File: src/rtl/ram_writer.sv
// AXI3 write-burst master: drains a 512x64 BRAM buffer into DRAM as 128-byte INCR bursts.
// AW issues independently of W; done (READY) only after every B response has returned.
module ram_writer (
    input  logic        ACLK,
    input  logic        ARESETN,
    output logic [31:0] M_AXI_AWADDR,
    output logic        M_AXI_AWVALID,
    input  logic        M_AXI_AWREADY,
    output logic [3:0]  M_AXI_AWLEN,
    output logic [1:0]  M_AXI_AWSIZE,
    output logic [1:0]  M_AXI_AWBURST,
    output logic [63:0] M_AXI_WDATA,
    output logic [7:0]  M_AXI_WSTRB,
    output logic        M_AXI_WVALID,
    input  logic        M_AXI_WREADY,
    output logic        M_AXI_WLAST,
    input  logic [1:0]  M_AXI_BRESP,
    input  logic        M_AXI_BVALID,
    output logic        M_AXI_BREADY,
    input  logic        VALID,
    output logic        READY,
    input  logic [31:0] START_ADDR,
    input  logic [31:0] NBYTES,
    output logic        ERROR,
    output logic [8:0]  RAM_ADDR,
    output logic        RAM_RE,
    input  logic [63:0] RAM_DO,
    input  logic [12:0] BYTES_AVAIL,
    output logic        READ_BYTES
);

    // state    | meaning
    // AW_IDLE  | no address bursts left to issue
    // AW_ISSUE | AWVALID high, waiting for AWREADY
    typedef enum logic {AW_IDLE, AW_ISSUE} aw_state_t;

    aw_state_t   r_aw_state, w_aw_next;
    logic [31:0] r_awaddr;
    logic [24:0] r_aw_left;
    logic [24:0] r_b_left;
    logic [28:0] r_words_left;
    logic [8:0]  r_ram_addr;
    logic        r_inflight;
    logic [63:0] r_fifo0, r_fifo1;
    logic [1:0]  r_count;
    logic [3:0]  r_beat;
    logic        r_error;

    logic [24:0] w_nbursts;
    logic        w_ready, w_accept, w_start;
    logic        w_aw_hs, w_b_hs, w_pop, w_push, w_re;
    logic [2:0]  w_slots_used;
    logic        w_unused;

    assign w_nbursts = NBYTES[31:7];
    assign w_unused  = ^NBYTES[6:0];

    assign w_ready  = (r_aw_state == AW_IDLE) && (r_words_left == 29'd0) && (r_count == 2'd0)
                      && !r_inflight && (r_b_left == 25'd0);
    assign w_accept = VALID && w_ready;
    assign w_start  = w_accept && (w_nbursts != 25'd0);

    assign w_aw_hs = (r_aw_state == AW_ISSUE) && M_AXI_AWREADY;
    assign w_b_hs  = (r_b_left != 25'd0) && M_AXI_BVALID;
    assign w_pop   = (r_count != 2'd0) && M_AXI_WREADY;
    assign w_push  = r_inflight;

    // A beat leaving this cycle frees its slot in time for the fetch issued now, keeping 1 beat/cycle.
    assign w_slots_used = {1'b0, r_count} + {2'b00, r_inflight} - {2'b00, w_pop};
    assign w_re = (r_words_left != 29'd0) && (BYTES_AVAIL >= 13'd8) && (w_slots_used <= 3'd1);

    always_ff @(posedge ACLK) begin
        if (!ARESETN) r_aw_state <= AW_IDLE;
        else          r_aw_state <= w_aw_next;
    end

    always_comb begin
        w_aw_next     = r_aw_state;
        M_AXI_AWVALID = 1'b0;
        case (r_aw_state)
            AW_IDLE: begin
                if (w_start) w_aw_next = AW_ISSUE;
            end
            AW_ISSUE: begin
                M_AXI_AWVALID = 1'b1;
                if (w_aw_hs && (r_aw_left == 25'd1)) w_aw_next = AW_IDLE;
            end
            default: w_aw_next = AW_IDLE;
        endcase
    end

    always_ff @(posedge ACLK) begin
        if (!ARESETN) begin
            r_awaddr     <= 32'd0;
            r_aw_left    <= 25'd0;
            r_b_left     <= 25'd0;
            r_words_left <= 29'd0;
            r_ram_addr   <= 9'd0;
            r_inflight   <= 1'b0;
            r_fifo0      <= 64'd0;
            r_fifo1      <= 64'd0;
            r_count      <= 2'd0;
            r_beat       <= 4'd0;
            r_error      <= 1'b0;
        end else begin
            if (w_start) begin
                r_awaddr     <= START_ADDR;
                r_aw_left    <= w_nbursts;
                r_b_left     <= w_nbursts;
                r_words_left <= {w_nbursts, 4'b0000};
            end else begin
                if (w_aw_hs) begin
                    r_awaddr  <= r_awaddr + 32'd128;
                    r_aw_left <= r_aw_left - 25'd1;
                end
                if (w_b_hs) r_b_left <= r_b_left - 25'd1;
                if (w_re)   r_words_left <= r_words_left - 29'd1;
            end

            if (w_accept)  r_ram_addr <= 9'd0;
            else if (w_re) r_ram_addr <= r_ram_addr + 9'd1;

            if (w_accept)                                r_error <= 1'b0;
            else if (w_b_hs && (M_AXI_BRESP != 2'b00))   r_error <= 1'b1;

            r_inflight <= w_re;
            if (w_pop) r_beat <= r_beat + 4'd1;

            case ({w_push, w_pop})
                2'b10: begin
                    if (r_count == 2'd0) r_fifo0 <= RAM_DO;
                    else                 r_fifo1 <= RAM_DO;
                    r_count <= r_count + 2'd1;
                end
                2'b01: begin
                    r_fifo0 <= r_fifo1;
                    r_count <= r_count - 2'd1;
                end
                2'b11: begin
                    if (r_count == 2'd1) begin
                        r_fifo0 <= RAM_DO;
                    end else begin
                        r_fifo0 <= r_fifo1;
                        r_fifo1 <= RAM_DO;
                    end
                end
                default: ;
            endcase
        end
    end

    assign M_AXI_AWADDR  = r_awaddr;
    assign M_AXI_AWLEN   = 4'b1111;
    assign M_AXI_AWSIZE  = 2'b11;
    assign M_AXI_AWBURST = 2'b01;
    assign M_AXI_WDATA   = r_fifo0;
    assign M_AXI_WSTRB   = 8'hFF;
    assign M_AXI_WVALID  = (r_count != 2'd0);
    assign M_AXI_WLAST   = (r_beat == 4'd15) && (r_count != 2'd0);
    assign M_AXI_BREADY  = (r_b_left != 25'd0);
    assign READY         = w_ready;
    assign ERROR         = r_error;
    assign RAM_ADDR      = r_ram_addr;
    assign RAM_RE        = w_re;
    assign READ_BYTES    = w_re;

endmodule

File: config.mk
export PLATFORM = sky130hd
export DESIGN_NAME = ram_writer
export DESIGN_NICKNAME = d
export VERILOG_FILES = /design/src/rtl/ram_writer.sv
export SDC_FILE = /design/constraint.sdc
export NUM_CORES = 1
export LEC_CHECK = 0
export BUFFER_PORTS_ARGS = -buffer_cell sky130_fd_sc_hd__buf_4
export CAP_MARGIN = 20
export CORE_MARGIN = 8
export CORE_UTILIZATION = 54
export DETAILED_ROUTE_END_ITERATION = 8
export PLACE_DENSITY = 0.8
export SETUP_SLACK_MARGIN = 0.3
export SLEW_MARGIN = 5
export SYNTH_ARGS = -nofsm -noshare
export SYNTH_HDL_FRONTEND = slang
export SYNTH_SLANG_ARGS = --single-unit
export TNS_END_PERCENT = 5
File: constraint.sdc
create_clock -name ACLK -period 4.8 [get_ports ACLK]
set_clock_uncertainty 0.2 [all_clocks]
set_input_delay 0 -clock ACLK [delete_from_list [all_inputs] [get_ports ACLK]]
set_output_delay 0 -clock ACLK [all_outputs]
set_load 0.05 [all_outputs]
# Word-level counts from Yosys, hierarchy flattened
# Cells that the tools add are included.
dict set report word_totals {
  ff_bits 257
  in_bits 149
  out_inout_bits 129
}
dict set report classes {
  add_sub_neg 10
  n_lt_le_gt_ge 2
  n_eq_ne 9
  n_mux 19
  n_bitwise 2
  n_reduce_logical 33
}
# operator n
set op_table {}
lappend op_table {{$mux 64} 4}
lappend op_table {{$pmux 64 s3} 1}
lappend op_table {{$pmux 64 s2} 1}
lappend op_table {{$mux 25} 4}
lappend op_table {{$mux 32} 2}
lappend op_table {{$mux 29} 2}
lappend op_table {{$reduce_bool 25->1} 2}
lappend op_table {{$sub 25x1->25 const B} 2}
lappend op_table {{$add 32x8->32 const B} 1}
lappend op_table {{$logic_not 29->1} 1}
lappend op_table {{$reduce_bool 29->1} 1}
lappend op_table {{$sub 29x1->29 const B} 1}
lappend op_table {{$eq 25x1->1 const B} 1}
lappend op_table {{$logic_not 25->1} 1}
lappend op_table {{$logic_and 1x1->1} 14}
lappend op_table {{$reduce_bool 2->1} 7}
lappend op_table {{$ge 13x4->1 const B} 1}
lappend op_table {{$add 9x1->9 const B} 1}
lappend op_table {{$ne 2x2->1 const B} 3}
lappend op_table {{$add 4x1->4 const B} 1}
lappend op_table {{$eq 2x1->1 const B} 2}
lappend op_table {{$eq 2x2->1 const B} 2}
lappend op_table {{$eq 4x4->1 const B} 1}
lappend op_table {{$pmux 2 s2} 1}
lappend op_table {{14 further kinds} 18}

# Longest topological paths before layout
dict set report depth {
  depth_word 9
  depth_mapped 17
  ltp_nobuf 14
}

# Worst setup path after synthesis
# Ideal clock, no wire load.
dict set report synth_path {
  path_type {flip-flop to flip-flop}
  startpoint {register r_count[1]}
  endpoint {register r_words_left[13]}
  setup_ns 0.132
  arrival_ns 3.736
  slack_ns 0.732
  stages_incl_launch_ff 18
  period_less_slack_ns 4.068
  cell_sequence {dfxtp_1 -> inv_1 -> ha_1 -> nor2b_1 -> clkbuf_1 -> xnor2_1 -> ha_1 -> inv_1 -> fa_1 -> xor2_1 -> a311o_1 -> a31o_2 -> buf_2 -> clkinv_1 -> clkbuf_1 -> nand2_1 -> o21ai_0 -> a21oi_1}
}
# element line_no
set synth_rtl {}
lappend synth_rtl {{start, declared} 45} ;# logic [1:0] r_count;
lappend synth_rtl {{start signal, assigned} 133} ;# r_count <= r_count + 2'd1;
lappend synth_rtl {{start signal, assigned} 137} ;# r_count <= r_count - 2'd1;
lappend synth_rtl {{branches (longest 2 deep; another with $add 2x1->3)} --}
lappend synth_rtl {{$sub 3x1->3 *} 69} ;# assign w_slots_used = {1'b0, r_count} + {2'b00, r_inflight} - {2'b00, w_pop};
lappend synth_rtl {{$le 3x1->1 *} 70} ;# assign w_re = (r_words_left != 29'd0) && (BYTES_AVAIL >= 13'd8) && (w_slots_used <= 3'd1);
lappend synth_rtl {{$logic_and 1x1->1 *} 70}
lappend synth_rtl {{via RAM_RE} 26} ;# output logic RAM_RE,
lappend synth_rtl {{$reduce_bool 2->1 (no line) *} --}
lappend synth_rtl {{end signal, assigned} 110} ;# r_words_left <= {w_nbursts, 4'b0000};
lappend synth_rtl {{end signal, assigned} 117} ;# if (w_re) r_words_left <= r_words_left - 29'd1;
lappend synth_rtl {{end, declared} 41} ;# logic [28:0] r_words_left;
# Mark *: on every way through the listed nets, which the timed path passes.
# A chain may end at the register's enable or synchronous reset.

# Final worst setup path
dict set report layout_path {
  startpoint {register r_words_left[3]}
  endpoint {register r_awaddr[0] (netlist: M_AXI_AWADDR[0])}
}
dict set report layout_via {
  elab_chain_cells 8
}
# element line_no
set layout_lines {}
lappend layout_lines {{$logic_not 29->1 *} 58} ;# assign w_ready = (r_aw_state == AW_IDLE) && (r_words_left == 29'd0) && (r_count == 2'd0)
lappend layout_lines {{$logic_and 1x1->1 * (2 in a row)} 58}
lappend layout_lines {{$logic_and 1x1->1 * (2 in a row)} 59} ;# && !r_inflight && (r_b_left == 25'd0);
lappend layout_lines {{$logic_and 1x1->1 *} 60} ;# assign w_accept = VALID && w_ready;
lappend layout_lines {{$logic_and 1x1->1 *} 61} ;# assign w_start = w_accept && (w_nbursts != 25'd0);
lappend layout_lines {{$mux 32 or $reduce_bool 2->1 (tied branches)} --}
lappend layout_lines {{end signal, assigned} 113} ;# r_awaddr <= r_awaddr + 32'd128;
lappend layout_lines {{end, declared} 38} ;# logic [31:0] r_awaddr;
# Every way passes the cells marked *; elsewhere a longest branch is shown, timed or not.

==> key figures <==
Cells and area
  • Post-route cell area: 16100 sq um
  • Area growth syn-to-layout: 37.8%
  • Layout cells sized above 1: 18.1%
  • Final Core Density: approximately three quarters
  • Layout Nets: 1926

Detailed routing
  • Detailed Route Iter0 Violations: 788
  • Drt first pass iters: 5
  • Routed length per instance: 18.4 microns
  • Post-DRT Antenna Nets: 0
  • Via-to-Cell Ratio: about 5.7
  • Final wirelength: around 38000 microns
  • Residual DRC: 0
  • Vias post-DR: 11826

Logic synthesis
  • Most frequent cell after synthesis: dfxtp_1
  • Async S/R FF share, synth: 0%
  • Post-synth top area share: 44.0%
  • Largest area contributor in the synthesized netlist: dfxtp_1
  • Most used DFF post-synth: dfxtp_1
  • Post-Syn Instances: 1401
  • EDFF count, synth: 0
  • YS warnings: 0
  • Seq/Total Area, Yosys: 44.0%
  • Synthesized area: roughly 12000 sq um
  • Mapped Avg Cell Area: 8.35 sq um
  • Number of distinct library cells after synthesis: 57
  • Synth top cells by count: dfxtp_1, nand2_1, a21oi_1
  • Dominant cells by area after synthesis: dfxtp_1, a21oi_1, nand2_1
  • #FFs+latches synth: 257

STA
  • Setup TNS: 0 ns
  • Post-route minimum period: 4.35 ns
  • Endpoints failing setup: 0
  • RSZ-0062 raised after global routing: yes
  • Worst slew pin tran: 1.13 ns
  • Slew HR: 24.4%
  • Fmax: 230 MHz
  • Period utilisation layout: 90.6%
  • Final-report max-slew violation count: 0
  • Worst hold slack: 0.0931 ns
  • Final hold vios: 0

Die
  • Die Wd: 163 microns
  • Initial Utilization: a little over half
  • Die Span Y: 163 microns
  • Core area: 21600 sq um
  • Die area: 26600 sq um
  • Rows: 54
  • Ports: 278

Power and ir drop
  • Internal: 5.61 mW
  • Pleak: 6.67 nW
  • Clock power frac: 20.6%
  • Sw frac: between 40 and 50%
  • Pwr per Cell Area: 630 nW/um^2
  • Power after layout: between 10 and 15 mW
  • Peak supply drop: roughly 800 uV
  • Logic pwr share: roughly half
  • Sequential Power Share: 30.2%
  • Psw: 4.54 mW

Place
  • # port buffers: 251
  • Routability Congestion: 0.850
  • DP HPWL: 23500 microns
  • Placed cell areas: 13600 sq um

Critical path
  • FF-to-FF path depth: 8
  • Reg2reg end: M_AXI_AWADDR[0]
  • CP max-delay cell: or4_1
  • Critical path class: reg -> reg
  • Critical path peak fanout: 11
  • CP required: 5.07 ns
  • Delay-heaviest family, CP: simple AND/OR/NAND/NOR gates
  • Worst setup startpoint: r_words_left[3]
  • Slowest Stage Delay on Critical Path: 0.68 ns
  • Crit path buffers/inverters: 2
  • Crit path arrival time: 4.62 ns
  • Critical R2R Launch: r_words_left[3]
  • Reg2reg setup slack: 0.45 ns
  • Critical path endpoint category: register
  • Cells along the critical path: or4_1 > or4_1 > a2111oi_4 > and4_1 > nand2_1 > dlygate4sd3_1 > a21oi_1 > dlygate4sd3_1
  • Setup crit start kind: register

GRT
  • GR Util All Layers: 27.3%
  • Initial antenna violation count: 2
  • First-pass GRT wire length: 60500 microns
  • Number of global-route vias before repair: between 10000 and 15000
  • GRT overflow: 0
  • Largest net degree at the start of global routing: 75

Clocking
  • Worst-Skew Late Latency: 0.53 ns
  • Number of clock buffers inserted by TritonCTS: 27
  • Clock slew at reported path FFs: 0.06 ns
  • Setup bufs post-CTS: 0
  • Clk sinks: 257
  • Root buffer selected by CTS: clkbuf_16
  • H-tree levels: 1
  • Clock Path Buffers: 3
  • CTS tree: done

Worst hold path
  • Hold depth: 4
  • Hold_sp: RAM_DO[16]
  • Hold Path End: r_fifo1[16]
  • Hold Path Class: in -> reg

Run
  • Max_cap viols: 0

Run status
  • Status: finished clean
## worst register-to-register path: stages (launching register included)
cell	delay [ns]
dfxtp_1	0.36
or4_1	0.68
or4_1	0.61
a2111oi_4	0.35
and4_1	0.64
nand2_1	0.11
dlygate4sd3_1	0.59
a21oi_1	0.18
dlygate4sd3_1	0.56
## repair_timing
item | CTS | global route
hold buffers | 157 | 0
endpoints found under the setup margin | 0 | 4
gates resized for setup | 0 | 1
endpoints found under the hold margin | 255 | 0
## worst max-delay path by stage
| stage | to | cells after the start |
|---|---|---|
| floorplan | r_words_left[13] | 17 |
| global placement | r_words_left[2] | 15 |
| detailed placement | r_words_left[2] | 15 |
| CTS | READ_BYTES | 13 |
| global route | r_b_left[14] | 9 |
| finish | M_AXI_AWADDR[0] | 8 |
## registers in the layout (all words and copies together) (netlist names)
signal / cells
r_beat: 4
r_b_left: 25
r_words_left: 29
ERROR: 1
r_inflight: 1
M_AXI_WDATA: 64
r_aw_state: 1
r_count: 2
r_aw_left: 25
RAM_ADDR: 9
r_fifo1: 64
M_AXI_AWADDR: 32
## cell usage in the layout (no fill, tap or decap), types with 3 or more instances in the layout
cell type and count:
a31oi_1 5, diode_2 3, and3_1 11, inv_1 14, conb_1 16, nand4b_1 3
or3_1 8, xnor2_1 51, nand3_1 31, or2_2 3, clkinv_2 5, or4_1 18
a211oi_1 71, nand2b_1 4, nand2_1 211, and2_1 7, buf_4 265, nor3_1 41
a21oi_1 175, mux2i_1 66, clkbuf_1 4, ha_1 11, nand4_1 20, dlygate4sd3_1 157
xor2_1 38, dfxtp_1 257, o21ai_0 33, clkbuf_8 8, o211ai_1 4, a22oi_1 3
and4b_1 4, nor4_1 32, nor2b_1 3, nor2_1 131, clkbuf_16 27, and4_1 6
## cells by family after synthesis
group                      after synthesis  share of synthesized area, %
and+or+nand+nor                        548                          22.2
AOI/OAI and AO/OA                      309                          15.6
DFF                                    257                          44.0
buffers and inverters                  118                          4.54
xor gates and xnor gates                89                          6.66
muxes                                   66                          5.65
adders and majority gates               12                          1.35
other                                    2                        0.0642
## power groups by stage
stage	Sequential, mW	Clock [mW]	Combinational [mW]
after floorplan	3.95	0	2.63
after global placement	3.06	0	4.66
after detailed placement	3.08	0	4.74
after CTS	3.05	2.11	4.89
after global routing	3.13	2.21	5.37
final	3.07	2.09	4.99
## routing by layer
layer  global-route usage (%)  wire length (microns)  vias to the layer above
met2                     46.6                  18500                      490
met5                        0                      0                        -
met1                     32.8                  15100                     5575
met4                     11.1                   1360                        0
met3                     6.02                   3060                      118
li1                         -                      -                     5643
## final cells by class
class,count,area (sq um)
Clock buffer,39,801
Antenna cell,3,7.51
Clock inverter,7,85.1
Sequential cell,257,5140
Timing Repair Buffer,423,3570
Tap cell,280,350
Fill cell,1494,5430
Inverter,16,68.8
Multi-Input combinational cell,1040,6100
## through the flow
stage,setup slack [ns],std cells
detailed placement,0.855,1858
global route,0.165,2064
CTS,0.483,2061
global placement,0.883,1858
finish,0.449,2065
floorplan,0.732,1415
(Power assumes the default switching activity.)
